<file path="src/rtl/seq_mult.sv">
// Sequential shift-add multiplier. It handles signed or unsigned operands,
// takes one multiplier bit per cycle, and uses a valid/ready handshake on
// both the operand side and the result side.
module seq_mult #(
  parameter int WIDTH = 16
) (
  input  logic                 clk,
  input  logic                 rst,
  input  logic                 in_valid,
  output logic                 in_ready,
  input  logic [WIDTH-1:0]     a,
  input  logic [WIDTH-1:0]     b,
  input  logic                 is_signed,
  output logic                 out_valid,
  input  logic                 out_ready,
  output logic [2*WIDTH-1:0]   c,
  output logic                 busy
);

  localparam int PW    = 2 * WIDTH;
  localparam int CNT_W = $clog2(WIDTH + 1);
  localparam logic [CNT_W-1:0] LAST_ITER = CNT_W'(WIDTH - 1);

  typedef enum logic [1:0] {
    S_IDLE = 2'd0,
    S_BUSY = 2'd1,
    S_DONE = 2'd2
  } state_t;

  state_t            state_q, state_d;
  logic [CNT_W-1:0]  cnt_q, cnt_d;
  logic [PW-1:0]     mcand_q, mcand_d;
  logic [WIDTH-1:0]  mplier_q, mplier_d;
  logic [PW-1:0]     acc_q, acc_d;
  logic              sign_q, sign_d;
  logic [PW-1:0]     c_q, c_d;
  logic [PW-1:0]     acc_sum;

  // Unsigned magnitude of an operand. The most negative value maps to
  // 2^(WIDTH-1), and that still fits in WIDTH unsigned bits.
  function automatic logic [WIDTH-1:0] magnitude(input logic [WIDTH-1:0] x,
                                                 input logic signed_mode);
    return (signed_mode && x[WIDTH-1]) ? (-x) : x;
  endfunction

  // Re-applies the recorded result sign, wrapping mod 2^(2*WIDTH).
  function automatic logic [PW-1:0] apply_sign(input logic [PW-1:0] mag,
                                               input logic neg);
    return neg ? (-mag) : mag;
  endfunction

  // The multiplicand is pre-shifted, so each iteration adds it at a fixed
  // position and no barrel shifter is needed.
  assign acc_sum = acc_q + (mplier_q[0] ? mcand_q : '0);

  // Next-state logic and datapath updates for the accept/iterate/drain sequence.
  always_comb begin
    state_d  = state_q;
    cnt_d    = cnt_q;
    mcand_d  = mcand_q;
    mplier_d = mplier_q;
    acc_d    = acc_q;
    sign_d   = sign_q;
    c_d      = c_q;
    case (state_q)
      S_IDLE: begin
        if (in_valid) begin
          mcand_d  = {{WIDTH{1'b0}}, magnitude(a, is_signed)};
          mplier_d = magnitude(b, is_signed);
          sign_d   = is_signed & (a[WIDTH-1] ^ b[WIDTH-1]);
          acc_d    = '0;
          cnt_d    = '0;
          state_d  = S_BUSY;
        end
      end
      S_BUSY: begin
        acc_d    = acc_sum;
        mcand_d  = mcand_q << 1;
        mplier_d = mplier_q >> 1;
        cnt_d    = cnt_q + CNT_W'(1);
        // Always run all WIDTH iterations, so latency does not depend on the data.
        if (cnt_q == LAST_ITER) begin
          c_d     = apply_sign(acc_sum, sign_q);
          state_d = S_DONE;
        end
      end
      S_DONE: begin
        if (out_ready) begin
          state_d = S_IDLE;
        end
      end
      default: state_d = S_IDLE;
    endcase
  end

  // State and datapath registers, cleared asynchronously while rst is low.
  always_ff @(posedge clk or negedge rst) begin
    if (!rst) begin
      state_q  <= S_IDLE;
      cnt_q    <= '0;
      mcand_q  <= '0;
      mplier_q <= '0;
      acc_q    <= '0;
      sign_q   <= 1'b0;
      c_q      <= '0;
    end else begin
      state_q  <= state_d;
      cnt_q    <= cnt_d;
      mcand_q  <= mcand_d;
      mplier_q <= mplier_d;
      acc_q    <= acc_d;
      sign_q   <= sign_d;
      c_q      <= c_d;
    end
  end

  assign in_ready  = (state_q == S_IDLE);
  assign out_valid = (state_q == S_DONE);
  assign busy      = (state_q != S_IDLE);
  assign c         = c_q;

endmodule

</file>
<file path="config.mk">
export PLATFORM = sky130hd
export DESIGN_NAME = seq_mult
export DESIGN_NICKNAME = d
export VERILOG_FILES = /design/src/rtl/seq_mult.sv
export SDC_FILE = /design/constraint.sdc
export NUM_CORES = 1
export LEC_CHECK = 0
export ABC_CLOCK_PERIOD_IN_PS = 4850
export BUFFER_PORTS_ARGS = -buffer_cell sky130_fd_sc_hd__buf_2
export CAP_MARGIN = 15
export CORE_MARGIN = 2
export CORE_UTILIZATION = 55
export DETAILED_ROUTE_END_ITERATION = 16
export GPL_ROUTABILITY_DRIVEN = 0
export GPL_TIMING_DRIVEN = 0
export HOLD_SLACK_MARGIN = 0.08
export PLACE_DENSITY_LB_ADDON = 0.05
export SLEW_MARGIN = 30
export SYNTH_ARGS = -nofsm -noshare
export SYNTH_HDL_FRONTEND = slang
export SYNTH_SLANG_ARGS = --single-unit
</file>
<file path="constraint.sdc">
create_clock -name clk -period 4.85 [get_ports clk]
set_input_delay 0.2425 -clock clk [delete_from_list [all_inputs] [get_ports clk]]
set_output_delay 0.2425 -clock clk [all_outputs]
set_load 0.05 [all_outputs]
</file>
* Yosys cells after proc, flatten, opt, wreduce, memory -nomap -nowiden
Cells that the tools add are included.
W data, S select, Z words.
** Cells by class
- Equality and inequality tests :: 6
- Reductions and logical operators :: 9
- Bitwise gates (word level) :: 2
- Add/sub/neg operators :: 5
- Muxes and demuxes :: 16
** Operators by type and width (number)
- $mux W32 :: 4
- $pmux W32 S2 :: 2
- $mux W16 :: 3
- $add A32 B32 Y32 :: 1
- $neg A16 Y16 :: 2
- $neg A32 Y32 :: 1
- $pmux W16 S2 :: 1
- $pmux W5 S2 :: 1
- $mux W2 :: 3
- $pmux W2 S3 :: 1
- $reduce_and A2 Y1 :: 3
- $add A5 B1 Y5 const B :: 1
- $eq A5 B4 Y1 const B :: 1
- $mux W5 :: 1
- $ne A2 B2 Y1 const B :: 2
- $reduce_bool A2 Y1 :: 2
- $reduce_and A3 Y1 :: 1
- $eq A2 B1 Y1 const B :: 1
- $eq A2 B2 Y1 const B :: 1
- $logic_and A1 B1 Y1 :: 2
- $logic_not A2 Y1 :: 1
- $ne A2 B1 Y1 const B :: 1
- $and A1 B1 Y1 :: 1
- $xor A1 B1 Y1 :: 1
** Storage, ports and cells
- Word-level logic and storage cells :: 45
- Input bits :: 37
- Flip-flop bits (word level) :: 120

* Logic depth before layout (Yosys ltp)
- Depth in word-level cells :: 4
- Mapped depth :: 15

* Least setup slack after synthesis
No wires, ideal clock.
- Kind :: register -> register
- Start point :: register mplier_q[0]
- End point :: register c_q[30] (netlist: c[30])
- Path buffers :: 1
- Path slack :: 1.190 ns
- Cell stages (with the launch flop) :: 15
- Data arrival time :: 3.528 ns
- Required time :: 4.719 ns
- Cells stage by stage :: dfrtp_1 clkbuf_1 and2_1 ha_1 fa_1 a211oi_4 o211ai_2 and4_1 nor4_4 o221ai_2 nor4_2 nand4_1 o41a_1 xnor2_1 o21ai_1
** On the way
- Word-level cells in the longest chain between the ends :: 4
** Ends and longest elaborated chain
- start, declared :: line 33 : logic [WIDTH-1:0] mplier_q, mplier_d;
- start signal, assigned :: line 110 : mplier_q <= mplier_d;
- $mux W32 * :: line 54 : assign acc_sum = acc_q + (mplier_q[0] ? mcand_q : '0);
- $add A32 B32 Y32 * :: line 54
- $neg A32 Y32 :: line 49 : return neg ? (-mag) : mag;
- $mux W32 * :: line 49
- end signal, assigned :: line 105 : c_q <= '0;
- end signal, assigned :: line 113 : c_q <= c_d;
- end, declared :: line 36 : logic [PW-1:0] c_q, c_d;
Every way passes the cells marked *; elsewhere a longest branch is shown, timed or not.
A chain may end at the register's enable or synchronous reset.

* Final worst setup path
Same ends and word-level chain as after synthesis.

==> results by group <==
Run status
  – Status: finished clean

Power and ir drop
  – NetSw: 3.36 mW
  – Power per cell area: 729 nW/um2
  – Flop pwr share: 24.0%
  – Sw frac: 48.4%
  – Worst VDD drop: around 0.37 mV
  – Internal power: roughly 3.6 mW
  – Logic pwr share: 56.6%
  – Clock power frac: 19.3%
  – Leakage: 4.20 nW

Placed design
  – Dpl hpwl: 16,700 um
  – Port bufs: 71
  – Worst slack, placed: approximately 0.43 ns

Yosys
  – Top FF cell, synth: dfrtp_1
  – Ys async rst share: 100%
  – Syn Nets: 1,049
  – Avg Cell Area, Syn: 8.49 um2
  – Synthesized cell area: 8280 um2
  – Post-Syn Instances: 975
  – Synth Register Bits: between 100 and 150
  – Seq/Total Area, Yosys: a little over a third
  – Yosys warnings: 0
  – Post-synth EDFFs: 0
  – Cell variety after synth: 82

Floorplan
  – Row count: between 40 and 50
  – Core ar.: 14,600 um2
  – IO Count: 72
  – Die area: 16,000 um2
  – Die height: 127 um
  – Initial Util: between 50% and 60%
  – Die width: 127 um

Route
  – Drt initial violations: 455
  – Post-route ant nets: 0
  – Via count: 7,411
  – Initial DRT Pass Iterations: 7
  – DRT Wirelength: 21,800 um
  – Via density: about 5.9
  – Residual DRC: 0
  – Drt wl/cell: ~17 um

Final layout
  – Diodes inserted: 0
  – Filler cells: approximately 1,300
  – Commonest non-fill, non-tap cell in the layout: nand2_1
  – Synth-to-Final Area Change: 15.2%
  – Commonest cells after routing, fill and taps aside: nand2_1, o21ai_0, dfrtp_1, buf_2, xnor2_1
  – Layout cells sized above 1: 13.7%
  – Final net count: 1,142

Global route
  – Grt total ovfl: 0
  – GRT Total Usage: between 20% and 30%
  – Number of global-route vias before repair: ~6,900
  – Largest net degree at the start of global routing: a little under 90
  – Initial antenna violation count: 0
  – First-pass GRT wire length: 35,500 um

Clocking
  – Clock buffer depth: 2
  – Htree depth: 4
  – CTS tree: yes
  – Clock transition at path regs: around 0.060 ns
  – Root buf cell: clkbuf_16
  – Setup bufs post-CTS: 0
  – Num CTS Buffers: 17
  – Later-pin clock latency in the skew report: about 0.43 ns
  – Clk sinks: 120

Timing
  – Max-slew violation total from the final report: 0
  – Finish-stage setup viols: 0
  – Worst Skew: 0.0105 ns
  – Slew HR: between 30% and 40%
  – Tmin final: 4.45 ns
  – Worst-Margin Slew: 1.02 ns
  – FMAX: 0.225 GHz
  – Unrepaired setup endpoints after global routing: false
  – Final TNS setup: 0 ns
  – Fin. Hold Viols: 0
  – Fin crit share: 91.8%
  – Worst setup margin: 0.398 ns

Critical path
  – CP max FO: 10
  – Slowest-stage cell, CP: xnor2_1
  – CP peak stage delay: 0.49 ns
  – Crit Path Category: register to register
  – Crit start category: register
  – Crit end category: register
  – Reg2reg setup slack: around 0.40 ns
  – CP Cell Sequence: clkbuf_1 > and2_1 > ha_1 > fa_1 > xnor2_1 > nand2_1 > or2_2 > o22ai_1 > nand4b_1 > nor4_2 > nand4_1 > o41a_1 > xnor2_1 > o21ai_1
  – WP data arrival: ~4.8 ns
  – WP data required: 5.14 ns
  – Most Frequent Cell on Critical Path: xnor2_1

Run
  – Number of max-cap violations: 0

Hold path
  – Hold WC Path Type: input port to register
[synthesized netlist by cell type (3+ instances only)]
master	number	share of area (%)
buf_1	8	0.36
o211ai_2	3	0.45
a21oi_1	43	2.6
nand2_1	142	6.4
clkbuf_1	39	1.8
nand4_1	15	1.1
and4_1	3	0.32
a22o_1	11	1.2
nand2b_1	9	0.68
a21o_1	6	0.54
nor2b_1	8	0.60
a21oi_2	4	0.42
o21ai_2	3	0.32
o21ai_1	13	0.79
nand4b_1	3	0.32
and2_1	40	3.0
a31oi_1	9	0.68
o31ai_1	10	0.91
o21a_1	4	0.36
ha_1	36	5.4
a22oi_1	32	2.9
or2_2	4	0.30
nor3_1	17	1.0
dfrtp_1	120	36
xnor2_1	47	5.0
mux2i_1	4	0.48
o21ai_0	126	7.6
a21boi_0	3	0.27
or3_1	4	0.30
nor3b_1	3	0.27
xor2_1	30	3.2
nor2_1	42	1.9
and3_1	4	0.30
o211ai_1	10	0.91
inv_1	17	0.77
nand3_1	38	2.3
buf_2	7	0.42
[kinds of logic (layout without fill, tap and decap cells)]
kind of cell | count (synthesis) | count (layout) | share of synthesized area (%)
AO/OA/AOI/OAI | 309 | 309 | 23.9
multiplexers | 4 | 4 | 0.484
flip-flops | 120 | 120 | 36.3
XOR/XNOR | 80 | 80 | 8.74
AND/OR/NAND/NOR | 351 | 351 | 21.3
adder cells (fa/ha/maj) | 37 | 37 | 5.68
buffers and inverters | 74 | 180 | 3.61
[repair_timing]
item	in CTS	in global routing
resized for setup	0	0
hold buffers	2	0
endpoints found under the hold margin	61	0
[critical path, delay by kind of cell (launching register included)]
kind | cells | cell delay [ns]
buf+inv | 1 | 0.24
flops | 1 | 0.46
simple gates | 6 | 1.62
fa+ha+maj | 2 | 0.69
compound gates | 3 | 0.67
xor+xnor | 2 | 0.63
[through the flow]
step                      util [%]  instances  power (mW)  hold WS [ns]  instance area (um2)
after floorplan                  -        975        4.59       -0.0531                 8280
after global placement        60.5       1230        5.49         0.432                 8860
after detailed placement      60.8       1231        5.55         0.128                 8900
final                         65.1       1265        6.95        0.0985                 9530
after CTS                     65.1       1265        6.92        0.0936                 9530
after global routing          65.1       1265        7.48         0.134                 9530
[cell type report]
type                            count  area [um2]  share of cell area [%]
Multi-Input combinational cell    781        4970                    52.2
Sequential cell                   120        3000                    31.5
Clock buffer                       17         425                    4.46
Timing Repair Buffer               74         413                    4.33
Buffer                             57         235                    2.47
Tap cell                          184         230                    2.42
Clock inverter                     15         189                    1.98
Inverter                           17        63.8                   0.669
[flip-flops by register name (all words and copies together) (netlist names)]
register / count
acc_q: 32
c: 32
mcand_q: 32
mplier_q: 16
cnt_q: 5
state_q: 2
sign_q: 1
[final timing paths]
path	start	endpoint	cells past startpoint
max in group asynchronous	rst	cnt_q[3]	3
min in group asynchronous	rst	sign_q	2
min	b[15]	mplier_q[15]	3
min reg2reg	c[12]	c[12]	2
max	mplier_q[0]	c[30]	14
max reg2reg	mplier_q[0]	c[30]	14
[power by group through the flow]
stage                     Sequential (mW)  Combinational, mW  Clock [mW]
after CTS                            1.67               3.89        1.35
after global placement               1.67               3.82           0
after detailed placement             1.68               3.86           0
after global routing                 1.72               4.36        1.39
final                                1.67               3.94        1.34
after floorplan                      1.92               2.66           0
[layer usage]
metal	part of all wire [%]	vias to the layer above	wire (um)	global-route usage (%)
li1	-	3697	-	-
met1	47	3439	10300	40.0
met2	44	233	9560	43.5
met3	5.8	42	1270	4.56
met4	3.1	0	681	11.3
met5	0	-	0	0
No activity file was read; power rests on OpenSTA's default activity.
